### src/rtl/uart_tx.sv
// rtl/uart_tx.sv - byte-wide UART transmitter, LSB first, 8N1 (8E1 with UART_TX_PARITY_EN)
//
// Purpose: serialises one byte per valid/ready handshake onto an idle-high
// TX line at CLKS_PER_BIT clocks per bit. Defining UART_TX_PARITY_EN inserts
// an even-parity bit between the data bits and the stop bit.
//
// Ports:
//   clk   - system clock, rising edge
//   rst   - asynchronous active-high reset
//   data  - byte to send, sampled on the handshake edge
//   valid - upstream offers a byte on data
//   ready - block accepts a byte this cycle (registered)
//   tx    - serial line out, idle high (registered)
//   busy  - high from start bit through stop bit (registered)
`timescale 1ns/1ps

module uart_tx #(
  parameter int CLK_HZ       = 100000000,
  parameter int BAUD         = 115200,
  parameter int CLKS_PER_BIT = CLK_HZ / BAUD
) (
  input  logic       clk,
  input  logic       rst,
  input  logic [7:0] data,
  input  logic       valid,
  output logic       ready,
  output logic       tx,
  output logic       busy
);

  localparam int BAUD_W = (CLKS_PER_BIT > 1) ? $clog2(CLKS_PER_BIT) : 1;
  localparam logic [BAUD_W-1:0] BAUD_LAST = BAUD_W'(CLKS_PER_BIT - 1);

`ifdef UART_TX_PARITY_EN
  typedef enum logic [2:0] {S_IDLE, S_START, S_DATA, S_PARITY, S_STOP} state_t;
`else
  typedef enum logic [1:0] {S_IDLE, S_START, S_DATA, S_STOP} state_t;
`endif

  state_t            state_q, state_d;
  logic [BAUD_W-1:0] baud_q, baud_d;
  logic [2:0]        bit_q, bit_d;
  logic [7:0]        shift_q, shift_d;
  logic              tx_q, tx_d;
  logic              ready_q, ready_d;
  logic              busy_q, busy_d;
  logic              bit_done;
`ifdef UART_TX_PARITY_EN
  logic              parity_q, parity_d;
`endif

  assign bit_done = (baud_q == BAUD_LAST);

  // State register; outputs are flops so the pad never sees a glitch.
  always_ff @(posedge clk or posedge rst) begin
    if (rst) begin
      state_q  <= S_IDLE;
      baud_q   <= '0;
      bit_q    <= '0;
      shift_q  <= '0;
      tx_q     <= 1'b1;
      ready_q  <= 1'b1;
      busy_q   <= 1'b0;
`ifdef UART_TX_PARITY_EN
      parity_q <= 1'b0;
`endif
    end else begin
      state_q  <= state_d;
      baud_q   <= baud_d;
      bit_q    <= bit_d;
      shift_q  <= shift_d;
      tx_q     <= tx_d;
      ready_q  <= ready_d;
      busy_q   <= busy_d;
`ifdef UART_TX_PARITY_EN
      parity_q <= parity_d;
`endif
    end
  end

  // Next-state and datapath.
  always_comb begin
    state_d  = state_q;
    baud_d   = baud_q;
    bit_d    = bit_q;
    shift_d  = shift_q;
`ifdef UART_TX_PARITY_EN
    parity_d = parity_q;
`endif
    // Baud counter free-runs within a frame and wraps on every bit boundary.
    if (state_q != S_IDLE) begin
      baud_d = bit_done ? '0 : baud_q + 1'b1;
    end
    case (state_q)
      S_IDLE: begin
        if (valid && ready_q) begin
          state_d  = S_START;
          shift_d  = data;
          baud_d   = '0;
          bit_d    = '0;
`ifdef UART_TX_PARITY_EN
          parity_d = ^data;
`endif
        end
      end
      S_START: begin
        if (bit_done) state_d = S_DATA;
      end
      S_DATA: begin
        if (bit_done) begin
          if (bit_q == 3'd7) begin
            bit_d = '0;
`ifdef UART_TX_PARITY_EN
            state_d = S_PARITY;
`else
            state_d = S_STOP;
`endif
          end else begin
            bit_d   = bit_q + 3'd1;
            shift_d = shift_q >> 1;
          end
        end
      end
`ifdef UART_TX_PARITY_EN
      S_PARITY: begin
        if (bit_done) state_d = S_STOP;
      end
`endif
      S_STOP: begin
        if (bit_done) state_d = S_IDLE;
      end
      default: state_d = S_IDLE;
    endcase
  end

  // Output decode from the next state, so tx/ready/busy change on the same
  // edge as the state they belong to.
  always_comb begin
    tx_d    = 1'b1;
    ready_d = (state_d == S_IDLE);
    busy_d  = (state_d != S_IDLE);
    case (state_d)
      S_START:  tx_d = 1'b0;
      S_DATA:   tx_d = shift_d[0];
`ifdef UART_TX_PARITY_EN
      S_PARITY: tx_d = parity_d;
`endif
      default:  tx_d = 1'b1;
    endcase
  end

  assign tx    = tx_q;
  assign ready = ready_q;
  assign busy  = busy_q;

endmodule
### config.mk
export PLATFORM = sky130hd
export DESIGN_NAME = uart_tx
export DESIGN_NICKNAME = d
export VERILOG_FILES = /design/src/rtl/uart_tx.sv
export SDC_FILE = /design/constraint.sdc
export NUM_CORES = 1
export LEC_CHECK = 0
export CAP_MARGIN = 20
export CORE_MARGIN = 5
export CORE_UTILIZATION = 50
export DETAILED_ROUTE_END_ITERATION = 16
export GPL_TIMING_DRIVEN = 0
export PLACE_DENSITY = 0.73
export SETUP_SLACK_MARGIN = 0.05
export SLEW_MARGIN = 10
export SYNTH_ARGS = -nofsm -noshare
export SYNTH_HDL_FRONTEND = slang
export SYNTH_SLANG_ARGS = --single-unit
### constraint.sdc
create_clock -name clk -period 1.65 [get_ports clk]
set_input_delay 0.33 -clock clk [delete_from_list [all_inputs] [get_ports clk]]
set_output_delay 0.33 -clock clk [all_outputs]
set_load 0.05 [all_outputs]
==> results_dict.tcl, run 1 <==
set metrics [dict create \
    p_total_uw 2130 \
    synth_warnings 0 \
    die_h_um 63.2 \
    startpoint_type "flip-flop" \
    worstSetupPathType "reg2reg" \
    routabilityCongestion 0.785 \
    slew_violations 0 \
    cts.sinks 26 \
    synthCells 133 \
    core-area_sq_um 2730 \
    relSlewSlack_pct 67.8 \
    synth_flop_cell "dfrtp_1" \
    cts_buffers 3 \
    cts_root_buffer "clkbuf_4" \
    synth-edff-count 0 \
    diodes 0 \
    ant_nets 0 \
    asyncSetResetFlopFracSynth_pct 100 \
    drt_iter0_drc 53 \
    grt_setup_unrepaired "yes" \
    cp.arrival_ps 1920 \
    grt_max_degree 27 \
    clock_latency_ps 330 \
    start_util_pct 51.7 \
    post_drt_wl_per_cell_um 16.2 \
    cts_buffer_depth 2 \
    p_leak_uw 0.000845 \
    hold_viol 0 \
    fmax_mhz 602 \
    grt_antenna_before_repair 0 \
    synth.area.top_cells "dfrtp_1 (42%), a22o_1 (5.6%), a21o_1 (3.7%)" \
    num_vias 1192 \
    hp-class "in2async" \
    setup_viol 2 \
    synth_top_area_share_pct 42.5 \
    wirelength_mm 3.30 \
    cts.clk_slew.worst_paths_ps 140 \
    grt_usage_pct 16.2 \
    violations "negative setup slack" \
    post-route-period-util_pct 101 \
    port_buffers 13 \
    finClkSkew_ps 7.69 \
    synth_seq_cells 26 \
    ios 14 \
    max_cap_violations 0 \
    syn_nets 147 \
    synth_seq_area_share_pct 46.2 \
    holdWs_ps 184 \
    dp.final_hpwl_mm 2.02 \
    first_global_vias 1148 \
    final_nets 187 \
    fin_util_pct 69.6 \
    crit_fanout 5 \
    worst_slew_pin_slew_ps 485 \
    synth.avg_cell_area_sq_um 10.6 \
    synth_top_cell_by_area "dfrtp_1" \
    setup_ws_ps -10.5 \
    cts_tree "yes" \
    end_kind "flip-flop" \
    status "finished, violations left" \
    grt_pass1_wl_mm 5.23 \
    yosysUniqueCellTypes 42 \
    overflow 0 \
    crit_start "bit_q[0]$_DFFE_PP0P_" \
    reg2reg_from "bit_q[0]$_DFFE_PP0P_" \
    drc_errors 0 \
    fin_crit_ps 1660 \
    cp.required_ps 1910 \
    fp-row-count 19 \
    post-place-ws_ps -193 \
    drive_gt1_share_pct 36.0 \
    dieArea_sq_um 3990 \
    htreeDepth 1 \
    cts_hold_buf 0 \
    die_w_um 63.2 \
    areaGrowthSynthToFinish_pct 34.6 \
    syn_area_sq_um 1410 \
    irDropWorstVdd_uv 791 \
    pwr_density_cell_nw_per_um2 1120 \
    dr.pass1.iters 4 \
    avgViaCountPerCell 5.87 \
]
==> flip-flops by register name, indices dropped and copies added (netlist names) <==
register / cells
baud_q: 10
bit_q: 3
busy: 1
ready: 1
shift_q: 8
state_q: 2
tx: 1
==> cells by family after synthesis <==
family / share of synthesized area (%)
DFF: 46.2
and+or+nand+nor: 23.4
adders and majority gates: 2.66
buffers and inverters: 4.42
muxes: 0.796
AOI/OAI and AO/OA: 20.7
xor gates and xnor gates: 1.86
==> where the power goes <==
group / leakage (uW) / internal, uW / switching, uW / total (uW)
Sequential: 0.000322 / 813 / 195 / 1010
Clock: 0.0000210 / 135 / 189 / 324
Combinational: 0.000503 / 446 / 356 / 802
==> per-layer routing <==
layer	part of all wire, %	vias up	routed length [um]	GRT usage [%]
met3	3.2	5	105	2.66
met5	0	-	0	0
met2	53	19	1750	25.9
met1	43	601	1400	21.7
met4	1.3	0	44	6.49
li1	-	567	-	-
==> stage by stage <==
| step | cells | area [sq um] | TNS [ps] |
|---|---|---|---|
| 6_report | 203 | 1900 | -18.7 |
| 4_1_cts | 188 | 1710 | -162 |
| 5_1_grt | 203 | 1900 | -953 |
| 3_5_place_dp | 177 | 1590 | -1990 |
| 3_3_place_gp | 177 | 1590 | -1750 |
| 2_1_floorplan | 133 | 1420 | 0 |
==> worst paths after layout <==
kind,slack [ps],to,cells past startpoint
min in group clk,510,shift_q[5]$_DFFE_PP0P_,1
hold reg to reg,510,shift_q[5]$_DFFE_PP0P_,1
setup / recovery,-10,tx$_DFF_PP1_,7
hold / removal,180,shift_q[7]$_DFFE_PP0P_,2
setup reg to reg,-10,tx$_DFF_PP1_,7
max in group asynchronous,1000,tx$_DFF_PP1_,3
==> placed cells by master, fill, tap and decap left out, drive strengths merged, types with 2 or more instances in the layout <==
cell / count
nand2: 14
nand2b: 2
a22o: 9
nor4: 3
nand4: 2
a31oi: 6
xnor2: 3
ha: 3
a21oi: 6
inv: 4
nor2: 8
dfrtp: 24
nand3: 5
dfstp: 2
and4: 2
clkdlybuf4s50: 10
nand3b: 2
a21o: 7
nor3: 2
o21ai: 6
o22ai: 2
and2: 4
clkbuf: 5
buf: 29
==> critical path, cell delays in order (launching register included) <==
cell	delay, ps
dfrtp_1	410
ha_2	200
ha_4	170
nor3b_4	190
and4_4	260
buf_6	130
a22oi_2	70
a32oi_2	170
==> final cells by class <==
class	instances	area (sq um)
fill	190	831
multi-input combinational	97	797
sequential	26	654
timing repair buffer	35	310
buffer	6	51.3
tap	31	38.8
clock buffer	4	36.3
inverter	4	15.0
==> cell usage after synthesis (all sizes together) (2+ instances only) <==
cell and n:
dfrtp 24, nand2 14, a22o 9, nor2 8, a21o 7, a21oi 6, a31oi 6, o21ai 6
buf 5, nand3 5, and2 4, inv 4, ha 3, nor4 3, xnor2 3, and4 2
dfstp 2, nand2b 2, nand3b 2, nand4 2, nor3 2, o22ai 2
==> what timing repair did <==
action / CTS / global route
cloned: 1 / 1
gates resized for setup: 13 / 24
endpoints found under the setup margin: 22 / 26
setup buffers: 6 / 13
pin swaps: 11 / 9
Power figures use the tool's default switching activity.
==> run 2, diff against run 1 <==
Settings changed: CTS_BUF_LIST set to sky130_fd_sc_hd__clkbuf_16.
==> results_dict.tcl, run 2 (synthesis results as in run 1) <==
set metrics [dict create \
    status "finished, violations left" \
    violations "negative setup slack" \
    cts_buffers 3 \
    die_w_um 63.2 \
    grt_antenna_before_repair 0 \
    cts.sinks 26 \
    post-route-period-util_pct 101 \
    largest_reg_flops 10 \
    cts_root_buffer "clkbuf_16" \
    cp.arrival_ps 1820 \
    crit_fanout 7 \
    p_total_uw 2330 \
    clock_latency_ps 260 \
    final_nets 186 \
    hold_viol 0 \
    ant_nets 0 \
    finClkSkew_ps 3.47 \
    htreeDepth 1 \
    die_h_um 63.2 \
    cts_tree "yes" \
    wirelength_mm 3.20 \
    dp.final_hpwl_mm 2.02 \
    setup_ws_ps -22.2 \
    grt_setup_unrepaired "yes" \
    drc_errors 0 \
    fin_area_sq_um 1960 \
    drt_iter0_drc 55 \
    port_buffers 13 \
    grt_usage_pct 15.7 \
    diodes 0 \
    max_cap_violations 0 \
    areaGrowthSynthToFinish_pct 38.3 \
    pwr_density_cell_nw_per_um2 1190 \
    met1_usage_pct 21.6 \
    startpoint_type "flip-flop" \
    ios 14 \
    grt_pass1_wl_mm 5.16 \
    num_vias 1200 \
    worstSetupPathType "reg2reg" \
    overflow 0 \
    drive_gt1_share_pct 35.7 \
    fmax_mhz 598 \
    post_drt_wl_per_cell_um 15.8 \
    final_cell_mix "dfrtp_1 (23), buf_4 (17), nand2_1 (12)" \
    core-area_sq_um 2730 \
    routabilityCongestion 0.785 \
    dieArea_sq_um 3990 \
    cp.required_ps 1800 \
    grt_max_degree 27 \
    cts_buffer_depth 2 \
    worst-r2r-cell-count 7 \
    fin_util_pct 71.5 \
    grt.met2_usage_pct 25.4 \
    fp-row-count 19 \
    cts.clk_slew.worst_paths_ps 60 \
    relSlewSlack_pct 67.7 \
    dr.pass1.iters 4 \
    slew_violations 0 \
    start_util_pct 51.7 \
    largestRegisters "baud_q x10, shift_q x8, bit_q x3" \
    final_common_cell "dfrtp_1" \
    setup_viol 6 \
    worst_slew_pin_slew_ps 486 \
    grt.met3_usage_pct 2.13 \
    final.setup.tns_ps -45.4 \
    avgViaCountPerCell 5.94 \
    place_area_sq_um 1590 \
    top_register "baud_q" \
    p_leak_uw 0.000865 \
    holdWs_ps 281 \
    fin_crit_ps 1670 \
    top_usage_layer "met2" \
    end_kind "flip-flop" \
    irDropWorstVdd_uv 1060 \
    first_global_vias 1143 \
    hp-class "in2async" \
]
run 2: path summary, 6_finish.rpt:
kind	startpoint	slack, ps	endpoint
min in group clk	shift_q[5]$_DFFE_PP0P_	490	shift_q[5]$_DFFE_PP0P_
worst min-delay path	rst	280	shift_q[7]$_DFFE_PP0P_
worst max register to register	bit_q[0]$_DFFE_PP0P_	-20	shift_q[7]$_DFFE_PP0P_
worst max-delay path	bit_q[0]$_DFFE_PP0P_	-20	shift_q[7]$_DFFE_PP0P_
max in group asynchronous	rst	920	tx$_DFF_PP1_
worst min register to register	shift_q[5]$_DFFE_PP0P_	490	shift_q[5]$_DFFE_PP0P_
run 2: power by group:
group	total [uW]	switching (uW)	internal, uW
clock	534	210	324
combinational	787	355	432
sequential	1010	193	815
total	2330	758	1570
run 2: layout make-up:
cell class,count,area [sq um]
Buffer,6,51.3
Inverter,4,15.0
Tap cell,31,38.8
Timing Repair Buffer,34,308
Clock buffer,3,75.1
Fill cell,180,778
Multi-Input combinational cell,97,810
Sequential cell,26,654
Clock inverter,1,3.75
run 2: stage by stage:
stage	setup slack, ps	instances
4_1_cts	-32.0	188
2_1_floorplan	51.3	133
3_5_place_dp	-193	177
5_1_grt	-99.3	202
3_3_place_gp	-182	177
6_report	-22.2	202
run 2: worst max-delay path, stage by stage, from the launching register on:
cell and delay [ps]:
dfrtp_1 380, ha_2 200, ha_4 170, nor3b_4 190, and4_4 260, buf_6 130
nor2_4 50, a22o_1 170
run 2: timing repair:
| item | CTS | global route |
|---|---|---|
| gates cloned | 1 | 1 |
| pin swaps | 10 | 10 |
| hold buffers | 0 | 0 |
| endpoints found under the setup margin | 21 | 25 |
| setup buffers | 6 | 12 |
| resized for setup | 12 | 21 |
run 2: metal layers:
metal | wire [um] | part of all wire [%]
met5 | 0 | 0
met4 | 39 | 1.2
met3 | 92 | 2.9
met2 | 1680 | 52
met1 | 1390 | 43
==> run 3, diff against run 2 <==
Settings changed: MAX_ROUTING_LAYER set to met4.
==> results_dict.tcl, run 3 (synthesis results as in run 1) <==
set metrics [dict create \
    status "finished, violations left" \
    violations "negative setup slack" \
    avgViaCountPerCell 5.87 \
    slew_violations 0 \
    post_drt_wl_per_cell_um 15.8 \
    crit_start "bit_q[0]$_DFFE_PP0P_" \
    post-place-ws_ps -193 \
    drt_iter0_drc 47 \
    r2r-end "shift_q[7]$_DFFE_PP0P_" \
    irDropWorstVdd_uv 1060 \
    clock_latency_ps 260 \
    worst_slew_pin_slew_ps 486 \
    setup_viol 5 \
    ios 14 \
    startpoint_type "flip-flop" \
    routabilityCongestion 0.795 \
    port_buffers 13 \
    cts.sinks 26 \
    cp.required_ps 1800 \
    cts_root_buffer "clkbuf_16" \
    final_cell_mix "dfrtp_1 (23), buf_4 (16), nand2_1 (12)" \
    end_kind "flip-flop" \
    drc_errors 0 \
    overflow 0 \
    grt_antenna_before_repair 0 \
    wirelength_mm 3.17 \
    setup_ws_ps -20.7 \
    dr.pass1.iters 4 \
    first_global_vias 1142 \
    cts_tree "yes" \
    fp-row-count 19 \
    relSlewSlack_pct 67.7 \
    hold_viol 0 \
    top_register "baud_q" \
    hp-class "in2async" \
    largest_reg_flops 10 \
    p_total_uw 2330 \
    cts_buffer_depth 2 \
    cp.arrival_ps 1820 \
    diodes 0 \
    dp.final_hpwl_mm 2.02 \
    worst-r2r-cell-count 7 \
    core-area_sq_um 2730 \
    post-route-period-util_pct 101 \
    crit_fanout 7 \
    drive_gt1_share_pct 35.3 \
    grt_usage_pct 16.1 \
    die_w_um 63.2 \
    areaGrowthSynthToFinish_pct 37.8 \
    ff2ff_setup_slack_ps -20 \
    cts_buffers 3 \
    fin_crit_ps 1670 \
    final_nets 185 \
    max_cap_violations 0 \
    pwr_density_cell_nw_per_um2 1200 \
    htreeDepth 1 \
    num_vias 1179 \
    largestRegisters "baud_q x10, shift_q x8, bit_q x3" \
    dieArea_sq_um 3990 \
    reg2reg_from "bit_q[0]$_DFFE_PP0P_" \
    die_h_um 63.2 \
    ant_nets 0 \
    start_util_pct 51.7 \
    fmax_mhz 599 \
    cts.clk_slew.worst_paths_ps 60 \
    finClkSkew_ps 4.24 \
    p_leak_uw 0.000861 \
    grt_max_degree 27 \
    grt_pass1_wl_mm 5.16 \
    grt_setup_unrepaired "yes" \
    final_common_cell "dfrtp_1" \
    worstSetupPathType "reg2reg" \
]
==> run 3: through the flow <==
stage	cell area [sq um]	TNS, ps	hold WS, ps	utilization (%)	std cells
after floorplan	1420	0	369	-	133
final	1950	-32.5	281	71.3	201
after detailed placement	1590	-1990	474	58.2	177
after global placement	1590	-1750	463	58.2	177
after CTS	1760	-116	496	64.2	188
after global routing	1950	-829	292	71.3	201
==> run 3: worst max-delay path: stages (launching register included) <==
cell	delay (ps)
dfrtp_1	380
ha_2	200
ha_4	170
nor3b_4	190
and4_4	260
buf_6	130
nor2_4	50
a22o_1	170
==> run 3: per-layer routing <==
metal / share of wire (%) / track usage [%] / vias to the layer above
met2: 52 / 25.4 / 23
met3: 3.2 / 2.13 / 5
li1: - / - / 563
met1: 44 / 21.6 / 588
met4: 1.3 / 5.45 / 0
met5: 0 / - / -
==> run 3: timing repair <==
item / 4_1_cts / 5_1_grt
setup endpoints to repair: 21 / 25
resized for setup: 12 / 21
cloned: 1 / 1
setup buffers: 6 / 11
hold buffers: 0 / 0
pin swaps: 10 / 9
==> run 3: where the power goes <==
group,leakage [uW],internal (uW),switching [uW],total [uW]
Combinational,0.000501,432,356,787
Sequential,0.000322,815,194,1010
Clock,0.0000385,324,210,535
Total,0.000861,1570,760,2330
==> run 3: final cells by class <==
| cell class | instances | area (sq um) |
|---|---|---|
| Multi-Input combinational cell | 97 | 810 |
| Timing Repair Buffer | 33 | 300 |
| Buffer | 6 | 51.3 |
| Fill cell | 181 | 786 |
| Inverter | 4 | 15.0 |
| Tap cell | 31 | 38.8 |
| Clock inverter | 1 | 3.75 |
| Sequential cell | 26 | 654 |
| Clock buffer | 3 | 75.1 |
==> run 3: worst max path at each step <==
stage	endpoint	slack, ps	cells after the start
after global routing	shift_q[7]$_DFFE_PP0P_	-100	7
after global placement	tx$_DFF_PP1_	-180	5
final	shift_q[7]$_DFFE_PP0P_	-20	7
after floorplan	baud_q[3]$_DFF_PP0_	50	5
after detailed placement	shift_q[4]$_DFFE_PP0P_	-190	5
after CTS	shift_q[7]$_DFFE_PP0P_	-30	7
